<file path="src/rtl/ps2_pkg.sv">
// Shared constants, state encoding and movement arithmetic for the PS/2 mouse front end.
package ps2_pkg;

    // Device-to-host frame: start, 8 data bits, odd parity, stop.
    localparam int unsigned FRAME_BITS = 11;
    localparam int unsigned DATA_BITS  = FRAME_BITS - 3;

    // Header byte (packet byte 0) bit positions.
    localparam int unsigned HDR_L    = 0;
    localparam int unsigned HDR_R    = 1;
    localparam int unsigned HDR_M    = 2;
    localparam int unsigned HDR_SYNC = 3;
    localparam int unsigned HDR_XS   = 4;
    localparam int unsigned HDR_YS   = 5;
    localparam int unsigned HDR_XO   = 6;
    localparam int unsigned HDR_YO   = 7;

    // Position of the next expected byte inside a 3-byte packet.
    typedef enum logic [1:0] {
        IDX_HDR = 2'd0,
        IDX_X   = 2'd1,
        IDX_Y   = 2'd2
    } byte_idx_t;

    typedef enum logic [1:0] {
        RX_IDLE,
        RX_DATA,
        RX_PARITY,
        RX_STOP
    } rx_state_t;

    // 9-bit two's complement movement; an overflowed axis is pinned to its extreme.
    function automatic logic [8:0] make_delta(input logic sign, input logic ovf,
                                              input logic [7:0] mag);
        if (ovf) begin
            return sign ? 9'h100 : 9'h0FF;
        end
        return {sign, mag};
    endfunction

    // 10-bit sum covers -256..510, so bit 9 flags negative and bit 8 flags > 255.
    function automatic logic [7:0] sat_add(input logic [7:0] pos, input logic [8:0] delta);
        logic [9:0] sum;
        sum = {2'b00, pos} + {delta[8], delta};
        if (sum[9]) begin
            return '0;
        end
        if (sum[8]) begin
            return '1;
        end
        return sum[7:0];
    endfunction

endpackage

</file>
<file path="src/rtl/ps2_rx_byte.sv">
// PS/2 device-to-host byte receiver: pin conditioning, falling-edge detection and frame FSM.
module ps2_rx_byte
    import ps2_pkg::*;
#(
    parameter int unsigned FILTER_LEN  = 8,
    parameter int unsigned BIT_TIMEOUT = 10000
) (
    input  logic       clock,
    input  logic       reset,
    input  logic       ps2_clk,
    input  logic       ps2_data,
    output logic       byte_done,
    output logic [7:0] byte_data,
    output logic       err
);

    localparam int unsigned FW = (FILTER_LEN > 1) ? $clog2(FILTER_LEN) : 1;
    localparam int unsigned TW = (BIT_TIMEOUT > 1) ? $clog2(BIT_TIMEOUT) : 1;

    logic          clk_s1, clk_s2, dat_s1, dat_s2;
    logic          clk_filt;
    logic [FW-1:0] filt_cnt;
    logic          fe;
    rx_state_t     state, state_next;
    logic [2:0]    bit_cnt;
    logic [7:0]    shift;
    logic          par_bit;
    logic [TW-1:0] tmo_cnt;
    logic          timeout, parity_ok;
    logic          shift_en, parity_en, done_set, err_set;

    assign timeout   = (state != RX_IDLE) && !fe && (tmo_cnt == TW'(BIT_TIMEOUT - 1));
    assign parity_ok = ^{shift, par_bit};

    // Two-flop synchronisers, preset to the idle-high line level
    always_ff @(posedge clock or posedge reset) begin
        if (reset) begin
            {clk_s1, clk_s2, dat_s1, dat_s2} <= '1;
        end else begin
            clk_s1 <= ps2_clk;
            clk_s2 <= clk_s1;
            dat_s1 <= ps2_data;
            dat_s2 <= dat_s1;
        end
    end

    // Glitch filter: follow the pin only after FILTER_LEN consecutive differing samples; strobe fe on 1->0
    always_ff @(posedge clock or posedge reset) begin
        if (reset) begin
            clk_filt <= 1'b1;
            filt_cnt <= '0;
            fe       <= 1'b0;
        end else begin
            fe <= 1'b0;
            if (clk_s2 == clk_filt) begin
                filt_cnt <= '0;
            end else if (filt_cnt == FW'(FILTER_LEN - 1)) begin
                clk_filt <= clk_s2;
                filt_cnt <= '0;
                fe       <= ~clk_s2;
            end else begin
                filt_cnt <= filt_cnt + 1'b1;
            end
        end
    end

    // Frame FSM state register
    always_ff @(posedge clock or posedge reset) begin
        if (reset) begin
            state <= RX_IDLE;
        end else begin
            state <= state_next;
        end
    end

    // Frame FSM next-state logic; a bad start bit simply leaves the receiver idle
    always_comb begin
        state_next = state;
        case (state)
            RX_IDLE: begin
                if (fe && !dat_s2) state_next = RX_DATA;
            end
            RX_DATA: begin
                if (timeout) state_next = RX_IDLE;
                else if (fe && (bit_cnt == 3'(DATA_BITS - 1))) state_next = RX_PARITY;
            end
            RX_PARITY: begin
                if (timeout) state_next = RX_IDLE;
                else if (fe) state_next = RX_STOP;
            end
            RX_STOP: begin
                if (timeout || fe) state_next = RX_IDLE;
            end
            default: state_next = RX_IDLE;
        endcase
    end

    // Frame FSM outputs: datapath enables and the byte/error verdict at the stop bit
    always_comb begin
        shift_en  = 1'b0;
        parity_en = 1'b0;
        done_set  = 1'b0;
        err_set   = timeout;
        case (state)
            RX_DATA:   shift_en  = fe;
            RX_PARITY: parity_en = fe;
            RX_STOP: begin
                if (fe) begin
                    if (dat_s2 && parity_ok) done_set = 1'b1;
                    else err_set = 1'b1;
                end
            end
            default: ;
        endcase
    end

    // Receive datapath: LSB-first shifting, parity capture, bit timer and registered result pulses
    always_ff @(posedge clock or posedge reset) begin
        if (reset) begin
            bit_cnt   <= '0;
            shift     <= '0;
            par_bit   <= 1'b0;
            tmo_cnt   <= '0;
            byte_done <= 1'b0;
            byte_data <= '0;
            err       <= 1'b0;
        end else begin
            byte_done <= done_set;
            err       <= err_set;
            if (done_set) byte_data <= shift;
            if (state == RX_IDLE) bit_cnt <= '0;
            else if (shift_en) bit_cnt <= bit_cnt + 1'b1;
            if (shift_en) shift <= {dat_s2, shift[7:1]};
            if (parity_en) par_bit <= dat_s2;
            if ((state == RX_IDLE) || fe) tmo_cnt <= '0;
            else tmo_cnt <= tmo_cnt + 1'b1;
        end
    end

endmodule

</file>
<file path="src/rtl/ps2_mouse_position.sv">
// PS/2 mouse packet assembler and saturating absolute X/Y position accumulator.
module ps2_mouse_position
    import ps2_pkg::*;
#(
    parameter int unsigned CLK_HZ      = 50000000,
    parameter int unsigned FILTER_LEN  = 8,
    parameter int unsigned BIT_TIMEOUT = 10000,
    parameter int unsigned PKT_TIMEOUT = 100000,
    parameter logic [7:0]  X_INIT      = 8'd128,
    parameter logic [7:0]  Y_INIT      = 8'd128
) (
    input  logic       clock,
    input  logic       reset,
    input  logic       ps2_clk,
    input  logic       ps2_data,
    output logic [7:0] XPosition,
    output logic [7:0] YPosition,
    output logic [2:0] buttons,
    output logic       packet_valid,
    output logic       frame_err
);

    localparam int unsigned PW = (PKT_TIMEOUT > 1) ? $clog2(PKT_TIMEOUT) : 1;

    // The clock frequency only documents the cycle-based timeouts; zero means a broken override.
    if (CLK_HZ == 0) begin : g_bad_clk_hz
        $error("ps2_mouse_position: CLK_HZ must be non-zero");
    end

    logic          byte_done;
    logic [7:0]    rx_byte;
    byte_idx_t     idx;
    logic [7:0]    hdr, xbyte;
    logic [PW-1:0] pkt_cnt;
    logic          pkt_timeout;

    ps2_rx_byte #(
        .FILTER_LEN (FILTER_LEN),
        .BIT_TIMEOUT(BIT_TIMEOUT)
    ) u_rx (
        .clock    (clock),
        .reset    (reset),
        .ps2_clk  (ps2_clk),
        .ps2_data (ps2_data),
        .byte_done(byte_done),
        .byte_data(rx_byte),
        .err      (frame_err)
    );

    assign pkt_timeout = (idx != IDX_HDR) && !byte_done && (pkt_cnt == PW'(PKT_TIMEOUT - 1));

    // Inter-byte timer, running only while a packet is partially assembled
    always_ff @(posedge clock or posedge reset) begin
        if (reset) begin
            pkt_cnt <= '0;
        end else if ((idx == IDX_HDR) || byte_done) begin
            pkt_cnt <= '0;
        end else begin
            pkt_cnt <= pkt_cnt + 1'b1;
        end
    end

    // Packet assembly and position update; errors and timeouts share one index reset
    always_ff @(posedge clock or posedge reset) begin
        if (reset) begin
            idx          <= IDX_HDR;
            hdr          <= '0;
            xbyte        <= '0;
            XPosition    <= X_INIT;
            YPosition    <= Y_INIT;
            buttons      <= '0;
            packet_valid <= 1'b0;
        end else begin
            packet_valid <= 1'b0;
            if (frame_err || pkt_timeout) begin
                idx <= IDX_HDR;
            end else if (byte_done) begin
                case (idx)
                    IDX_HDR: begin
                        if (rx_byte[HDR_SYNC]) begin
                            hdr <= rx_byte;
                            idx <= IDX_X;
                        end
                    end
                    IDX_X: begin
                        xbyte <= rx_byte;
                        idx   <= IDX_Y;
                    end
                    IDX_Y: begin
                        XPosition    <= sat_add(XPosition, make_delta(hdr[HDR_XS], hdr[HDR_XO], xbyte));
                        YPosition    <= sat_add(YPosition, make_delta(hdr[HDR_YS], hdr[HDR_YO], rx_byte));
                        buttons      <= {hdr[HDR_M], hdr[HDR_R], hdr[HDR_L]};
                        packet_valid <= 1'b1;
                        idx          <= IDX_HDR;
                    end
                    default: idx <= IDX_HDR;
                endcase
            end
        end
    end

endmodule

</file>
<file path="config.mk">
export PLATFORM = sky130hd
export DESIGN_NAME = ps2_mouse_position
export DESIGN_NICKNAME = d
export VERILOG_FILES = /design/src/rtl/ps2_pkg.sv /design/src/rtl/ps2_rx_byte.sv /design/src/rtl/ps2_mouse_position.sv
export SDC_FILE = /design/constraint.sdc
export NUM_CORES = 1
export LEC_CHECK = 0
export CAP_MARGIN = 20
export CORE_MARGIN = 2
export CORE_UTILIZATION = 60
export DETAILED_ROUTE_END_ITERATION = 6
export PLACE_DENSITY = 0.78
export SETUP_SLACK_MARGIN = 0.02
export SYNTH_ARGS = -nofsm -noshare
export SYNTH_HDL_FRONTEND = slang
export SYNTH_SLANG_ARGS = --single-unit
export TNS_END_PERCENT = 100
</file>
<file path="constraint.sdc">
create_clock -name clock -period 5.7 [get_ports clock]
set_input_delay 1.425 -clock clock [delete_from_list [all_inputs] [get_ports clock]]
set_output_delay 1.425 -clock clock [all_outputs]
set_load 0.05 [all_outputs]
</file>
==> flow_summary_export.csv, run 1 <==
group,metric,value,unit
clock_tree,clk_latency,0.36,ns
timing,worst_pin_slew,0.809,ns
global_route,overflow,0,
floorplan,die_area,9580,um^2
worst_setup_path,arrival,1.72,ns
clock_tree,cts_made_buffers,9,
placed_design,place.gp.congestion,0.821,
timing,timing.final.crit_share,0.553,
layout,diodes,0,
logic_synthesis,synthArstFlopShare,1.00,
logic_synthesis,synth_seq_cells,101,
worst_setup_path,end_kind,"primary output",
hold_path,hp-class,"flop to flop",
floorplan,die_w,97.9,um
logic_synthesis,yosys_warnings,0,
detailed_routing,routed_via_density,5.82,
timing,fin_crit,3.15,ns
detailed_routing,firstDrtPassIters,4,
clock_tree,cts_hold_buf,0,
layout,fin_util,0.677,
logic_synthesis,syn_area_per_cell,10.7,um^2
logic_synthesis,seq_area_frac_synth,0.480,
clock_tree,path_clk_slew,0.11,ns
worst_setup_path,timing.rr.end,"YPosition[5]$_DFFE_PP0P_",
detailed_routing,vias,3695,
logic_synthesis,netlist_area,5290,um^2
layout,multi_input_area,2620,um^2
worst_setup_path,r2r_setup_slack,2.63,ns
global_route,grt_pass1_wl,16.8,mm
timing,finalHoldViolCount,0,
detailed_routing,ant_nets,0,
floorplan,io_pins,25,
worst_setup_path,r2r_cells,10,
detailed_routing,drt-total-wl,9.59,mm
power_and_ir_drop,power.density,228,nW/um^2
timing,max_freq,318,MHz
worst_setup_path,crit_fanout,3,
clock_tree,post-cts-setup-buffers,0,
worst_setup_path,cp_data_required_time,4.28,ns
worst_setup_path,critPathTopFamily,"buffers and inverters",
logic_synthesis,synth_cell_types,62,
logic_synthesis,synth_area_leaders,"dfrtp_1 44%, mux2_2 6.6%, ha_1 5.7%",
logic_synthesis,synth_edf_count,0,
status,status,"completed",
global_route,antenna_found_initial,0,
placed_design,dp_hpwl,6.79,mm
detailed_routing,drt-initial-drc-count,158,
logic_synthesis,yosys.area.top_type,"dfrtp_1",
worst_setup_path,worstPathCellList,"clkdlybuf4s50_1",
global_route,grt_pass1_vias,3586,
detailed_routing,drc_errors,0,
worst_setup_path,cp_num_buf_inv,1,
layout,drive_gt1_frac,0.125,
timing,rsz0062_at_grt,"no",
worst_setup_path,max_stage_delay,0.80,ns
logic_synthesis,synth_nets,525,
floorplan,coreArea,8640,um^2
logic_synthesis,synth.most_common_cell,"dfrtp_1",
hold_path,whs_endpoint,"u_rx.dat_s2$_DFF_PP1_",
logic_synthesis,synth_common_cells,"94 x dfrtp_1, 41 x nor2_1, 40 x nand2_1",
floorplan,start_util,0.612,
worst_setup_path,crit_type,"flop to primary output",
clock_tree,clockRootBuffer,"clkbuf_8",
layout,seq_area,2540,um^2
global_route,grtUsageTotal,0.211,
floorplan,std_cell_rows,34,
timing,fin_setup_tns,0,ns
timing,fin_worst_skew,0.0126,ns
clock_tree,clockBufferDepth,2,
power_and_ir_drop,ir_worst_vdd,0.193,mV
clock_tree,cts_resized,0,
power_and_ir_drop,p_leak,0.00270,uW
worst_setup_path,cp-start-kind,"flop",
clock_tree,h-tree-depth,3,
placed_design,port_buffers,24,
timing,fin_ws,2.55,ns
flow_run,cap_violations,0,
worst_setup_path,r2r_start,"hdr[5]$_DFFE_PP0P_",
floorplan,dieHeight,97.9,um
hold_path,min_path_cells,0,
logic_synthesis,synth_ff_type,"dfrtp_1",
layout,finalNetCount,552,
hold_path,hold_start,"u_rx.dat_s1$_DFF_PP1_",
layout,area_growth,10.6,%
clock_tree,cts_tree,"done",
placed_design,dp_slack,2.68,ns
worst_setup_path,slowest_stage,"clkdlybuf4s50_1",
timing,setup_viol,0,
timing,relSlewSlack,0.461,
detailed_routing,wl_per_cell,15.1,um
timing,drv_slew,0,
layout,fill_cells,690,
global_route,grt_start_max_net_pins,70,
logic_synthesis,synth_cells,495,
logic_synthesis,synth_top_area_share,0.445,
clock_tree,cts_num_sinks,101,
[layout by cell type, fill, tap and decap left out, drive strengths merged, types with 5 or more instances in the layout]
cell	Yosys	final
dfrtp	94	94
and3	8	8
xor2	20	20
nand2	40	40
dfstp	7	7
nand3	20	20
nand3b	5	5
clkbuf	9	11
o21a	17	17
a21o	6	6
a21oi	10	10
a211oi	5	5
nor3b	9	9
nand2b	6	6
nor2b	5	5
inv	22	25
nor3	13	13
ha	24	24
mux2	33	33
o21ai	16	16
clkdlybuf4s50	0	24
nand4	6	6
xnor2	21	21
nor2	41	41
[layer usage]
metal,track usage,routed length [um],vias up,share of wire
met3,0.0286,327,12,0.034
met4,0.0791,128,0,0.013
li1,-,-,1810,-
met2,0.331,4500,64,0.47
met1,0.303,4640,1809,0.48
met5,0,0,-,0
[state kept, by name, indices dropped and copies added (netlist names), 3 cells and up]
| signal | count |
|---|---|
| pkt_cnt | 17 |
| buttons | 3 |
| hdr | 7 |
| u_rx.tmo_cnt | 14 |
| u_rx.shift | 8 |
| XPosition | 8 |
| u_rx.filt_cnt | 3 |
| xbyte | 8 |
| YPosition | 8 |
| u_rx.bit_cnt | 3 |
| u_rx.byte_data | 8 |
[through the flow]
| stage | total power (uW) | instance area (um^2) | hold WS, ns | cells |
|---|---|---|---|---|
| 3_5_place_dp | 897 | 5630 | 0.351 | 617 |
| 2_1_floorplan | 873 | 5290 | 0.345 | 495 |
| 4_1_cts | 1350 | 5840 | 0.365 | 633 |
| 3_3_place_gp | 892 | 5630 | 0.346 | 617 |
| 5_1_grt | 1390 | 5850 | 0.371 | 635 |
| 6_report | 1330 | 5850 | 0.362 | 635 |
[power breakdown]
part / switching, uW / internal [uW] / total (uW)
sequential: 33.6 / 756 / 790
clock: 266 / 184 / 450
combinational: 47.9 / 43.2 / 91.1
[final cells by class]
| cell class | instances | share of cell area |
|---|---|---|
| clock inverters | 6 | 0.0111 |
| clock buffers | 10 | 0.0235 |
| multi-input cells | 359 | 0.448 |
| flip-flops and latches | 101 | 0.434 |
| repair buffers | 28 | 0.0458 |
| inverters | 23 | 0.0152 |
| well taps | 108 | 0.0231 |
[logic make-up (layout without fill, tap and decap cells)]
kind of cell    after synthesis  count (layout)  synth area share
compound gates               84              84             0.113
xor+xnor                     42              42            0.0736
fa+ha+maj                    26              26            0.0643
buf+inv                      35              67            0.0255
flops                       101             101             0.480
mux                          36              36            0.0766
simple gates                171             171             0.167
[how the worst max path moves through the flow]
stage                                        start                       end  slack (ns)  depth (start not counted)
final                     YPosition[7]$_DFFE_PP1P_              YPosition[7]        2.55                          1
after floorplan                              reset  XPosition[0]$_DFFE_PP0P_        1.64                          1
after global routing            hdr[5]$_DFFE_PP0P_  YPosition[7]$_DFFE_PP1P_        2.36                         10
after CTS                 YPosition[7]$_DFFE_PP1P_              YPosition[7]        2.53                          1
after detailed placement        hdr[5]$_DFFE_PP0P_  YPosition[5]$_DFFE_PP0P_        2.68                         10
after global placement                       reset     u_rx.dat_s1$_DFF_PP1_        2.72                          3
No activity file was read; power rests on OpenSTA's default activity.
==> run 2, diff against run 1 <==
--- a/config.mk
+++ b/config.mk
@@ -7,9 +7,9 @@
 export LEC_CHECK = 0
 export CAP_MARGIN = 20
 export CORE_MARGIN = 2
-export CORE_UTILIZATION = 60
+export CORE_UTILIZATION = 55
 export DETAILED_ROUTE_END_ITERATION = 6
-export PLACE_DENSITY = 0.78
+export PLACE_DENSITY = 0.76
 export SETUP_SLACK_MARGIN = 0.02
 export SYNTH_ARGS = -nofsm -noshare
 export SYNTH_HDL_FRONTEND = slang
==> constraint.sdc (replaced) <==
create_clock -name clock -period 2.8 [get_ports clock]
set_input_delay 0.7 -clock clock [delete_from_list [all_inputs] [get_ports clock]]
set_output_delay 0.7 -clock clock [all_outputs]
set_load 0.05 [all_outputs]
==> flow_summary_export.csv, run 2 (synthesis results as in run 1) <==
group,metric,value,unit
status,status,"completed",
layout,fin_util,0.639,
worst_setup_path,r2r_cells,10,
detailed_routing,drc_errors,0,
power_and_ir_drop,pwr-share-seq,0.593,
layout,finalNetCount,556,
worst_setup_path,cp-endpoint,"YPosition[6]$_DFFE_PP0P_",
layout,diodes,0,
hold_path,min_path_cells,0,
layout,largest_register_ffs,17,
global_route,grtUsageTotal,0.199,
timing,worst_pin_slew,0.624,ns
detailed_routing,drt-total-wl,9.82,mm
worst_setup_path,end_kind,"flop",
detailed_routing,vias,3737,
clock_tree,h-tree-depth,3,
worst_setup_path,cp_data_required_time,3.03,ns
clock_tree,clockBufferDepth,2,
placed_design,port_buffers,24,
timing,drv_slew,0,
floorplan,die_w,102,um
worst_setup_path,crit_start,"hdr[7]$_DFFE_PP0P_",
floorplan,io_pins,25,
global_route,grt_pass1_wl,16.4,mm
worst_setup_path,cp-start-kind,"flop",
timing,timing.final.crit_share,0.969,
layout,fill_cells,786,
clock_tree,cts_resized,0,
clock_tree,cts_num_sinks,101,
floorplan,start_util,0.570,
layout,multi_input_area,2650,um^2
floorplan,die_area,10400,um^2
clock_tree,post-cts-setup-buffers,0,
global_route,grt_start_max_net_pins,102,
worst_setup_path,crit_fanout,6,
clock_tree,clk_latency,0.36,ns
worst_setup_path,arrival,2.95,ns
timing,max_freq,369,MHz
placed_design,dp_hpwl,6.90,mm
timing,fin_worst_skew,0.00856,ns
layout,final_common_cell,"dfrtp_1",
clock_tree,cts_tree,"done",
clock_tree,clockRootBuffer,"clkbuf_8",
detailed_routing,routed_via_density,5.66,
placed_design,place.gp.congestion,0.890,
detailed_routing,firstDrtPassIters,4,
layout,seq_area,2540,um^2
detailed_routing,drt-initial-drc-count,205,
floorplan,std_cell_rows,35,
timing,fin_ws,0.0875,ns
timing,relSlewSlack,0.584,
power_and_ir_drop,p_sw,669,uW
power_and_ir_drop,internal_power,2040,uW
floorplan,coreArea,9280,um^2
power_and_ir_drop,power.share.clock,0.337,
floorplan,dieHeight,102,um
worst_setup_path,r2r_setup_slack,0.09,ns
layout,reg.largest.list,"pkt_cnt: 17 flops, u_rx.tmo_cnt: 14 flops",
power_and_ir_drop,ir_worst_vdd,0.330,mV
global_route,antenna_found_initial,0,
layout,area_growth,12.3,%
clock_tree,cts_made_buffers,9,
placed_design,dp_slack,0.0954,ns
worst_setup_path,timing.rr.end,"YPosition[6]$_DFFE_PP0P_",
power_and_ir_drop,power.density,457,nW/um^2
global_route,overflow,0,
clock_tree,cts_hold_buf,0,
layout,final_cell_mix,"92 x dfrtp_1, 41 x nor2_1, 39 x nand2_1, 31 x mux2_2",
layout,drive_gt1_frac,0.137,
power_and_ir_drop,p_leak,0.00270,uW
clock_tree,path_clk_slew,0.10,ns
hold_path,hp-class,"flop to flop",
layout,max_flop_register,"pkt_cnt",
timing,fin_crit,2.71,ns
detailed_routing,ant_nets,0,
worst_setup_path,r2r_start,"hdr[7]$_DFFE_PP0P_",
global_route,grt_pass1_vias,3602,
detailed_routing,wl_per_cell,14.9,um
flow_run,cap_violations,0,
power_and_ir_drop,switching_share,0.247,
timing,setup_viol,0,
power_and_ir_drop,comb_power_share,0.070,
timing,finalHoldViolCount,0,
worst_setup_path,crit_type,"flop to flop",
-- run 2: cell count changes in the layout (fill, tap and decap cells not counted), moves of 2 or more --
cell        previous run  this run
clkinvlp_4             0         4
buf_4                  3         6
a211oi_1               5         3
a211oi_2               0         2
clkbuf_1               0         2
dfrtp_1               94        92
dfrtp_2                0         2
inv_8                  2         0
-- run 2: area by class of cell --
cell class,instances,area share
sequential,101,0.428
tap,129,0.0272
clock buffer,11,0.0221
timing repair buffer,31,0.0514
clock inverter,5,0.0103
inverter,23,0.0152
multi-input combinational,360,0.446
-- run 2: worst min path at each step --
stage               slack [ns]               endpoint                   from
floorplan                 0.35  u_rx.clk_s2$_DFF_PP1_  u_rx.clk_s1$_DFF_PP1_
finish                    0.37  u_rx.clk_s2$_DFF_PP1_  u_rx.clk_s1$_DFF_PP1_
global placement          0.35  u_rx.dat_s2$_DFF_PP1_  u_rx.dat_s1$_DFF_PP1_
CTS                       0.37  u_rx.clk_s2$_DFF_PP1_  u_rx.clk_s1$_DFF_PP1_
global route              0.37  u_rx.clk_s2$_DFF_PP1_  u_rx.clk_s1$_DFF_PP1_
detailed placement        0.35  u_rx.clk_s2$_DFF_PP1_  u_rx.clk_s1$_DFF_PP1_
-- run 2: worst max-delay path: stages (launching register included) --
cell and delay [ns]:
dfrtp_2 0.45, nand2_1 0.12, o21a_1 0.15, ha_1 0.16, inv_1 0.06, fa_1 0.40, nand3b_1 0.23, a211oi_2 0.34
o41a_1 0.34, xnor2_1 0.21, o211ai_1 0.13
-- run 2: power by group through the flow --
| stage | Combinational (uW) | Sequential, uW | Clock [uW] |
|---|---|---|---|
| CTS | 196 | 1610 | 938 |
| detailed placement | 193 | 1640 | 0 |
| global placement | 187 | 1630 | 0 |
| global route | 225 | 1620 | 1010 |
| floorplan | 157 | 1620 | 0 |
| finish | 191 | 1610 | 914 |
-- run 2: layer usage --
metal | GRT usage | wire length (um) | part of all wire | vias to the layer above
met5 | 0 | 0 | 0 | -
li1 | - | - | - | 1818
met1 | 0.286 | 4760 | 0.49 | 1855
met2 | 0.322 | 4680 | 0.48 | 55
met3 | 0.0349 | 302 | 0.031 | 9
met4 | 0.0400 | 79 | 0.0080 | 0
-- run 2: through the flow --
stage | total power, uW | hold WS [ns] | area [um^2] | instances | TNS, ns
6_report | 2710 | 0.365 | 5940 | 660 | 0
5_1_grt | 2850 | 0.372 | 5940 | 660 | -0.0532
4_1_cts | 2740 | 0.367 | 5900 | 659 | 0
3_5_place_dp | 1830 | 0.350 | 5710 | 643 | 0
3_3_place_gp | 1820 | 0.348 | 5710 | 643 | 0
2_1_floorplan | 1780 | 0.345 | 5290 | 495 | 0
==> run 3, diff against run 2 <==
--- a/config.mk
+++ b/config.mk
@@ -8,6 +8,8 @@
 export CAP_MARGIN = 20
 export CORE_MARGIN = 2
 export CORE_UTILIZATION = 55
+export CTS_CLUSTER_DIAMETER = 50
+export CTS_CLUSTER_SIZE = 30
 export DETAILED_ROUTE_END_ITERATION = 6
 export PLACE_DENSITY = 0.76
 export SETUP_SLACK_MARGIN = 0.02
==> results of run 3 <==
The final DEF is identical to that of run 2; final timing and power are the same.
